[src/rtl/esn7e_st_sink.sv]
// Receiving end of the esn7e stream: captures valid-only words into a show-ahead FIFO,
// tracks fixed-length frames with a running sum, and discards frames hit by overflow.
module esn7e_st_sink #(
  parameter int DATA_W    = 32,
  parameter int ADDR_W    = 4,
  parameter int FRAME_LEN = 8,
  parameter int CNT_W     = 16
) (
  input  logic              clk,
  input  logic              reset_n,
  input  logic              data_valid,
  input  logic [DATA_W-1:0] data_in,
  input  logic              out_ready,
  output logic              out_valid,
  output logic [DATA_W-1:0] out_data,
  output logic              out_sof,
  output logic [ADDR_W:0]   fifo_level,
  output logic              frame_done,
  output logic [DATA_W-1:0] frame_sum,
  output logic              frame_err,
  output logic              overflow,
  output logic [CNT_W-1:0]  drop_count
);

  localparam int DEPTH = 1 << ADDR_W;
  localparam int IDX_W = $clog2(FRAME_LEN);
  localparam logic [ADDR_W:0]  FULL_LVL = {1'b1, {ADDR_W{1'b0}}};
  localparam logic [IDX_W-1:0] IDX_LAST = IDX_W'(FRAME_LEN - 1);

  typedef enum logic {
    RUN,
    DISCARD
  } state_t;

  // Each entry carries its start-of-frame flag alongside the data word.
  logic [DATA_W:0]     mem [DEPTH];
  logic [ADDR_W-1:0]   wr_ptr;
  logic [ADDR_W-1:0]   rd_ptr;
  logic [ADDR_W:0]     level;
  logic [IDX_W-1:0]    in_idx;
  logic [DATA_W-1:0]   acc;
  state_t              state;

  logic is_full;
  logic is_last;
  logic push;
  logic drop;
  logic pop;

  // Fullness is judged on the level at the start of the cycle, so a pop in the
  // same cycle never rescues a word that arrives while full.
  always_comb begin
    is_full = (level == FULL_LVL);
    is_last = (in_idx == IDX_LAST);
    push    = data_valid && (state == RUN) && !is_full;
    drop    = data_valid && ((state == DISCARD) || is_full);
    pop     = (level != '0) && out_ready;
  end

  always_comb begin
    out_valid  = (level != '0);
    out_data   = '0;
    out_sof    = 1'b0;
    if (out_valid) begin
      out_data = mem[rd_ptr][DATA_W-1:0];
      out_sof  = mem[rd_ptr][DATA_W];
    end
    fifo_level = level;
  end

  always_ff @(posedge clk) begin
    if (push) begin
      mem[wr_ptr] <= {(in_idx == '0), data_in};
    end
  end

  always_ff @(posedge clk) begin
    if (!reset_n) begin
      wr_ptr     <= '0;
      rd_ptr     <= '0;
      level      <= '0;
      in_idx     <= '0;
      acc        <= '0;
      state      <= RUN;
      frame_done <= 1'b0;
      frame_sum  <= '0;
      frame_err  <= 1'b0;
      overflow   <= 1'b0;
      drop_count <= '0;
    end else begin
      frame_done <= 1'b0;
      frame_err  <= 1'b0;

      // The frame index advances on every strobe, dropped or not, to stay aligned with the source.
      if (data_valid) begin
        in_idx <= is_last ? '0 : in_idx + 1'b1;
      end

      if (push) begin
        wr_ptr <= wr_ptr + 1'b1;
        if (is_last) begin
          frame_sum  <= acc + data_in;
          frame_done <= 1'b1;
          acc        <= '0;
        end else begin
          acc <= acc + data_in;
        end
      end

      if (pop) begin
        rd_ptr <= rd_ptr + 1'b1;
      end

      case ({push, pop})
        2'b10:   level <= level + 1'b1;
        2'b01:   level <= level - 1'b1;
        default: level <= level;
      endcase

      if (drop) begin
        overflow <= 1'b1;
        if (drop_count != '1) begin
          drop_count <= drop_count + 1'b1;
        end
      end

      case (state)
        RUN: begin
          if (drop) begin
            acc       <= '0;
            frame_err <= 1'b1;
            state     <= is_last ? RUN : DISCARD;
          end
        end
        DISCARD: begin
          if (data_valid && is_last) begin
            state <= RUN;
          end
        end
        default: state <= RUN;
      endcase
    end
  end

endmodule
[config.mk]
export PLATFORM = sky130hd
export DESIGN_NAME = esn7e_st_sink
export DESIGN_NICKNAME = d
export VERILOG_FILES = /design/src/rtl/esn7e_st_sink.sv
export SDC_FILE = /design/constraint.sdc
export NUM_CORES = 1
export LEC_CHECK = 0
export CORE_MARGIN = 8
export CORE_UTILIZATION = 54
export DETAILED_ROUTE_END_ITERATION = 7
export GPL_TIMING_DRIVEN = 1
export PLACE_DENSITY = 0.87
export SLEW_MARGIN = 20
export SYNTH_ARGS = -nofsm -noshare
export SYNTH_HDL_FRONTEND = slang
export SYNTH_SLANG_ARGS = --single-unit
[constraint.sdc]
create_clock -name clk -period 4.35 [get_ports clk]
set_clock_uncertainty 0.1 [all_clocks]
set_input_delay 0.87 -clock clk [delete_from_list [all_inputs] [get_ports clk]]
set_output_delay 0.87 -clock clk [all_outputs]
set_load 0.02 [all_outputs]
==> report_table.html <==
<table>
<tr><th>Metric</th><th>Value</th></tr>
<tr><th colspan="2">Worst setup path</th></tr>
<tr><td>Worst Setup Start Kind</td><td>flip-flop</td></tr>
<tr><td>Cells on worst reg2reg path</td><td>12</td></tr>
<tr><td>Worst setup path endpoint</td><td>out_data[27]</td></tr>
<tr><td>Endpoint arrival time on the critical path</td><td>~3.3 ns</td></tr>
<tr><td>Worst setup EP type</td><td>output pin</td></tr>
<tr><td>Largest driver fanout on the critical path</td><td>37</td></tr>
<tr><td>Category of the most critical setup path</td><td>flip-flop to output pin</td></tr>
<tr><td>R2R Path End</td><td>fifo_level[4]</td></tr>
<tr><td>Reg-to-reg slack, setup</td><td>1.06 ns</td></tr>
<tr><td>Crit path required time</td><td>3.38 ns</td></tr>
<tr><td>Launch point of the worst reg-to-reg path</td><td>fifo_level[0]</td></tr>
<tr><th colspan="2">Clock tree</th></tr>
<tr><td>Setup bufs post-CTS</td><td>0</td></tr>
<tr><td>Depth of the CTS H-tree</td><td>2</td></tr>
<tr><td># hold bufs at CTS</td><td>0</td></tr>
<tr><td>Number of buffers between clock root and the deepest sink</td><td>3</td></tr>
<tr><td>Sink Count</td><td>632</td></tr>
<tr><td>Post-CTS clock slew at the launch and capture registers of the worst setup and hold paths</td><td>0.06 ns</td></tr>
<tr><td>Number of buffers added by the clock tree synthesis step</td><td>60</td></tr>
<tr><td>TritonCTS clock tree</td><td>done</td></tr>
<tr><td>Clock network latency to the later pin of the worst-skew pair</td><td>about 0.63 ns</td></tr>
<tr><td>Post_cts resized</td><td>0</td></tr>
<tr><td>Clock Tree Root</td><td>clkbuf_16</td></tr>
<tr><th colspan="2">Placement</th></tr>
<tr><td>Routability congestion estimate from global placement</td><td>roughly 0.91</td></tr>
<tr><td>DP Wirelength</td><td>37.5 mm</td></tr>
<tr><td>Number of port buffers</td><td>125</td></tr>
<tr><td>Placed instance count</td><td>approximately 2200</td></tr>
<tr><th colspan="2">Logic synthesis</th></tr>
<tr><td>Top cell type's share of synthesized area</td><td>61.7%</td></tr>
<tr><td>Most used flip-flop cell after synthesis</td><td>edfxtp_1</td></tr>
<tr><td>Per-instance average area after synthesis</td><td>17.5 um^2</td></tr>
<tr><td>Share of synthesized area occupied by flip-flops and latches</td><td>roughly 70%</td></tr>
<tr><td>Number of flops mapped to enable cells by yosys</td><td>528</td></tr>
<tr><td>Post-Syn Instances</td><td>roughly 1500</td></tr>
<tr><td>Top area cells in the synthesized netlist</td><td>edfxtp_1 (62%), mux4_2 (14%), dfxtp_1 (8.1%), ha_1 (2.1%), a21oi_1 (1.3%)</td></tr>
<tr><td>Cell type with the highest aggregate area in the netlist</td><td>edfxtp_1</td></tr>
<tr><td>Async set-reset flop share out of synthesis</td><td>0%</td></tr>
<tr><td>Post-Synthesis Cell Area</td><td>25700 um^2</td></tr>
<tr><td>Post-Synthesis Net Count</td><td>about 1500</td></tr>
<tr><td>Yosys reg bits</td><td>around 630</td></tr>
<tr><td>Synth Warn #</td><td>0</td></tr>
<tr><td>Distinct cell type count of the synthesized netlist</td><td>61</td></tr>
<tr><th colspan="2">Timing</th></tr>
<tr><td>Tightest slew margin relative to the limit</td><td>40.5%</td></tr>
<tr><td>Hold violation count in the final report</td><td>0</td></tr>
<tr><td>Max Fclk</td><td>around 240 MHz</td></tr>
<tr><td>Final worst path period need</td><td>4.25 ns</td></tr>
<tr><td>Actual transition at the worst max-transition pin</td><td>0.889 ns</td></tr>
<tr><td>Total of endpoints with negative setup slack in the final report</td><td>0</td></tr>
<tr><td>Tcrit/Tclk final</td><td>97.8%</td></tr>
<tr><td>Final count of pins violating max slew</td><td>0</td></tr>
<tr><th colspan="2">Power</th></tr>
<tr><td>Logic pwr share</td><td>between 20% and 30%</td></tr>
<tr><td>Power per standard cell area</td><td>around 560 nW/um^2</td></tr>
<tr><td>Internal power</td><td>0.0121 W</td></tr>
<tr><td>Leak Pwr</td><td>roughly 10 nW</td></tr>
<tr><td>Clock power frac</td><td>32.5%</td></tr>
<tr><td>Net Sw Power</td><td>0.00499 W</td></tr>
<tr><td>Sequential power share</td><td>41.3%</td></tr>
<tr><td>Worst supply voltage drop on vdd</td><td>0.400 mV</td></tr>
<tr><td>Switch share</td><td>29.2%</td></tr>
<tr><th colspan="2">Drt</th></tr>
<tr><td>Number of DRC markers after the initial detailed-route iteration</td><td>between 2000 and 2500</td></tr>
<tr><td>Total via count in the routed design</td><td>roughly 15000</td></tr>
<tr><td>Via count normalized by instance count</td><td>6.33</td></tr>
<tr><td>Wire length per cell</td><td>28.5 um</td></tr>
<tr><td>Final ANT Viol Nets</td><td>0</td></tr>
<tr><td>Routed Wire Length</td><td>about 66 mm</td></tr>
<tr><td>Drt first pass iters</td><td>6</td></tr>
<tr><td>DRC</td><td>0</td></tr>
<tr><th colspan="2">Cells and area</th></tr>
<tr><td>Share of post-route cells with drive strength above 1</td><td>a little over a fifth</td></tr>
<tr><td>Number of nets in the finished design</td><td>1719</td></tr>
<tr><td>End-of-flow core utilization</td><td>around 64%</td></tr>
<tr><td>Area added between synthesis and finish</td><td>18.0%</td></tr>
<tr><td>Final Non-Filler Cells</td><td>2305</td></tr>
<tr><th colspan="2">Floorplanning</th></tr>
<tr><td>Core Footprint</td><td>47300 um^2</td></tr>
<tr><td>Starting density of the core</td><td>a little over half</td></tr>
<tr><td>Die span in y</td><td>between 200 and 250 um</td></tr>
<tr><td>I/O pin cnt</td><td>126</td></tr>
<tr><td>Overall die width</td><td>234 um</td></tr>
<tr><td>Site row count</td><td>80</td></tr>
<tr><td>Area of the die</td><td>between 50000 and 60000 um^2</td></tr>
<tr><th colspan="2">GRT</th></tr>
<tr><td>Combined global-route utilization of all metal layers</td><td>approximately a quarter</td></tr>
<tr><td>Number of antenna violations at the first check in global routing</td><td>3</td></tr>
<tr><td>Grt total ovfl</td><td>0</td></tr>
<tr><td>Number of global-route vias before repair</td><td>between 15000 and 20000</td></tr>
<tr><td>Wire length of the first global-routing pass</td><td>96.8 mm</td></tr>
<tr><td>Largest net degree at the start of global routing</td><td>67</td></tr>
<tr><th colspan="2">Job</th></tr>
<tr><td>Max-cap violations</td><td>0</td></tr>
<tr><th colspan="2">Hold path</th></tr>
<tr><td>Worst min-delay path class</td><td>flip-flop to flip-flop</td></tr>
<tr><td>Critical hold path startpoint</td><td>overflow</td></tr>
<tr><th colspan="2">Run status</th></tr>
<tr><td>Status</td><td>complete, no violations</td></tr>
</table>
[metal layers]
layer / wire length (um) / vias up / GRT usage, %
li1: - / 6143 / -
met1: 24200 / 7383 / 30.8
met2: 32100 / 907 / 40.0
met3: 7060 / 162 / 6.35
met4: 2400 / 4 / 9.14
met5: 27 / - / 0
[through the flow]
step	instance area (um^2)	setup WS [ns]	hold WS, ns	power (W)	TNS, ns
floorplan	25700	0.794	0.329	0.00995	0
global placement	28200	0.160	0.339	0.0114	0
detailed placement	28200	-0.0556	0.340	0.0116	-0.0556
CTS	30300	0.0302	0.356	0.0172	0
global route	30300	-0.00509	0.381	0.0177	-0.00914
finish	30300	0.0972	0.359	0.0171	0
[logic make-up after synthesis]
logic type	after synthesis	synth area share [%]
flip-flops	632	69.8
AND/OR/NAND/NOR	279	5.20
adder cells (fa/ha/maj)	46	2.30
multiplexers	173	14.8
AO/OA/AOI/OAI	180	4.57
buffers and inverters	102	1.57
XOR/XNOR	52	1.77
[how the worst min path moves through the flow]
stage,slack (ns),end,cells past startpoint
2_1_floorplan,0.33,acc[25],2
3_3_place_gp,0.34,overflow,2
3_5_place_dp,0.34,overflow,2
4_1_cts,0.36,overflow,2
5_1_grt,0.38,frame_sum[26],2
6_report,0.36,overflow,2
[synth_stat cells, types with 8 or more instances]
library cell / instances
a21o_1: 21
a21oi_1: 66
a22o_1: 12
a22oi_1: 11
and2_1: 36
buf_2: 14
clkbuf_1: 59
dfxtp_1: 104
edfxtp_1: 528
ha_1: 44
inv_1: 22
mux2i_1: 8
mux4_2: 165
nand2_1: 85
nand3_1: 16
nand4_1: 11
nor2_1: 79
nor3_1: 16
o211ai_1: 8
o21ai_0: 21
or3_1: 9
xnor2_1: 25
xor2_1: 27
[area by class of cell]
type | instances | area [um^2]
fill | 3079 | 17000
inverter | 23 | 86.3
tap | 615 | 769
multi-input combinational | 730 | 7490
clock inverter | 44 | 520
timing repair buffer | 190 | 1940
clock buffer | 70 | 1560
sequential | 632 | 17900
antenna | 1 | 2.50
[critical path, cell delays in order, from the launching register on]
cell             delay [ns]
dfxtp_4                0.51
buf_16                 0.33
mux4_2                 0.61
mux4_2                 0.47
and2_1                 0.18
clkdlybuf4s50_1        0.57
[power by group through the flow]
stage,logic (W),registers (W),clock network (W)
2_1_floorplan,0.00282,0.00712,0
3_3_place_gp,0.00429,0.00715,0
3_5_place_dp,0.00439,0.00718,0
4_1_cts,0.00447,0.00706,0.00562
5_1_grt,0.00475,0.00709,0.00584
6_report,0.00448,0.00707,0.00556
[sequential cells by signal, indices dropped and copies added, names as in the netlist, named ones only]
register and count:
acc 32, drop_count 16, fifo_level 5, frame_done 1, frame_err 1, frame_sum 32, in_idx 3, mem 528
overflow 1, rd_ptr 4, state 1, wr_ptr 4
[cells in the final DEF (no fill, tap or decap), types with 13 or more instances in the layout]
master / n
mux4_2: 165
buf_4: 51
clkdlybuf4s50_1: 121
a21oi_1: 66
xor2_1: 27
dfxtp_1: 100
o21ai_0: 21
and2_1: 36
nor2_1: 67
ha_1: 44
xnor2_1: 25
clkbuf_16: 61
nand2_1: 85
nand3_1: 16
a21o_1: 21
edfxtp_1: 528
clkinv_1: 13
inv_1: 21
No activity file was read; power rests on OpenSTA's default activity.
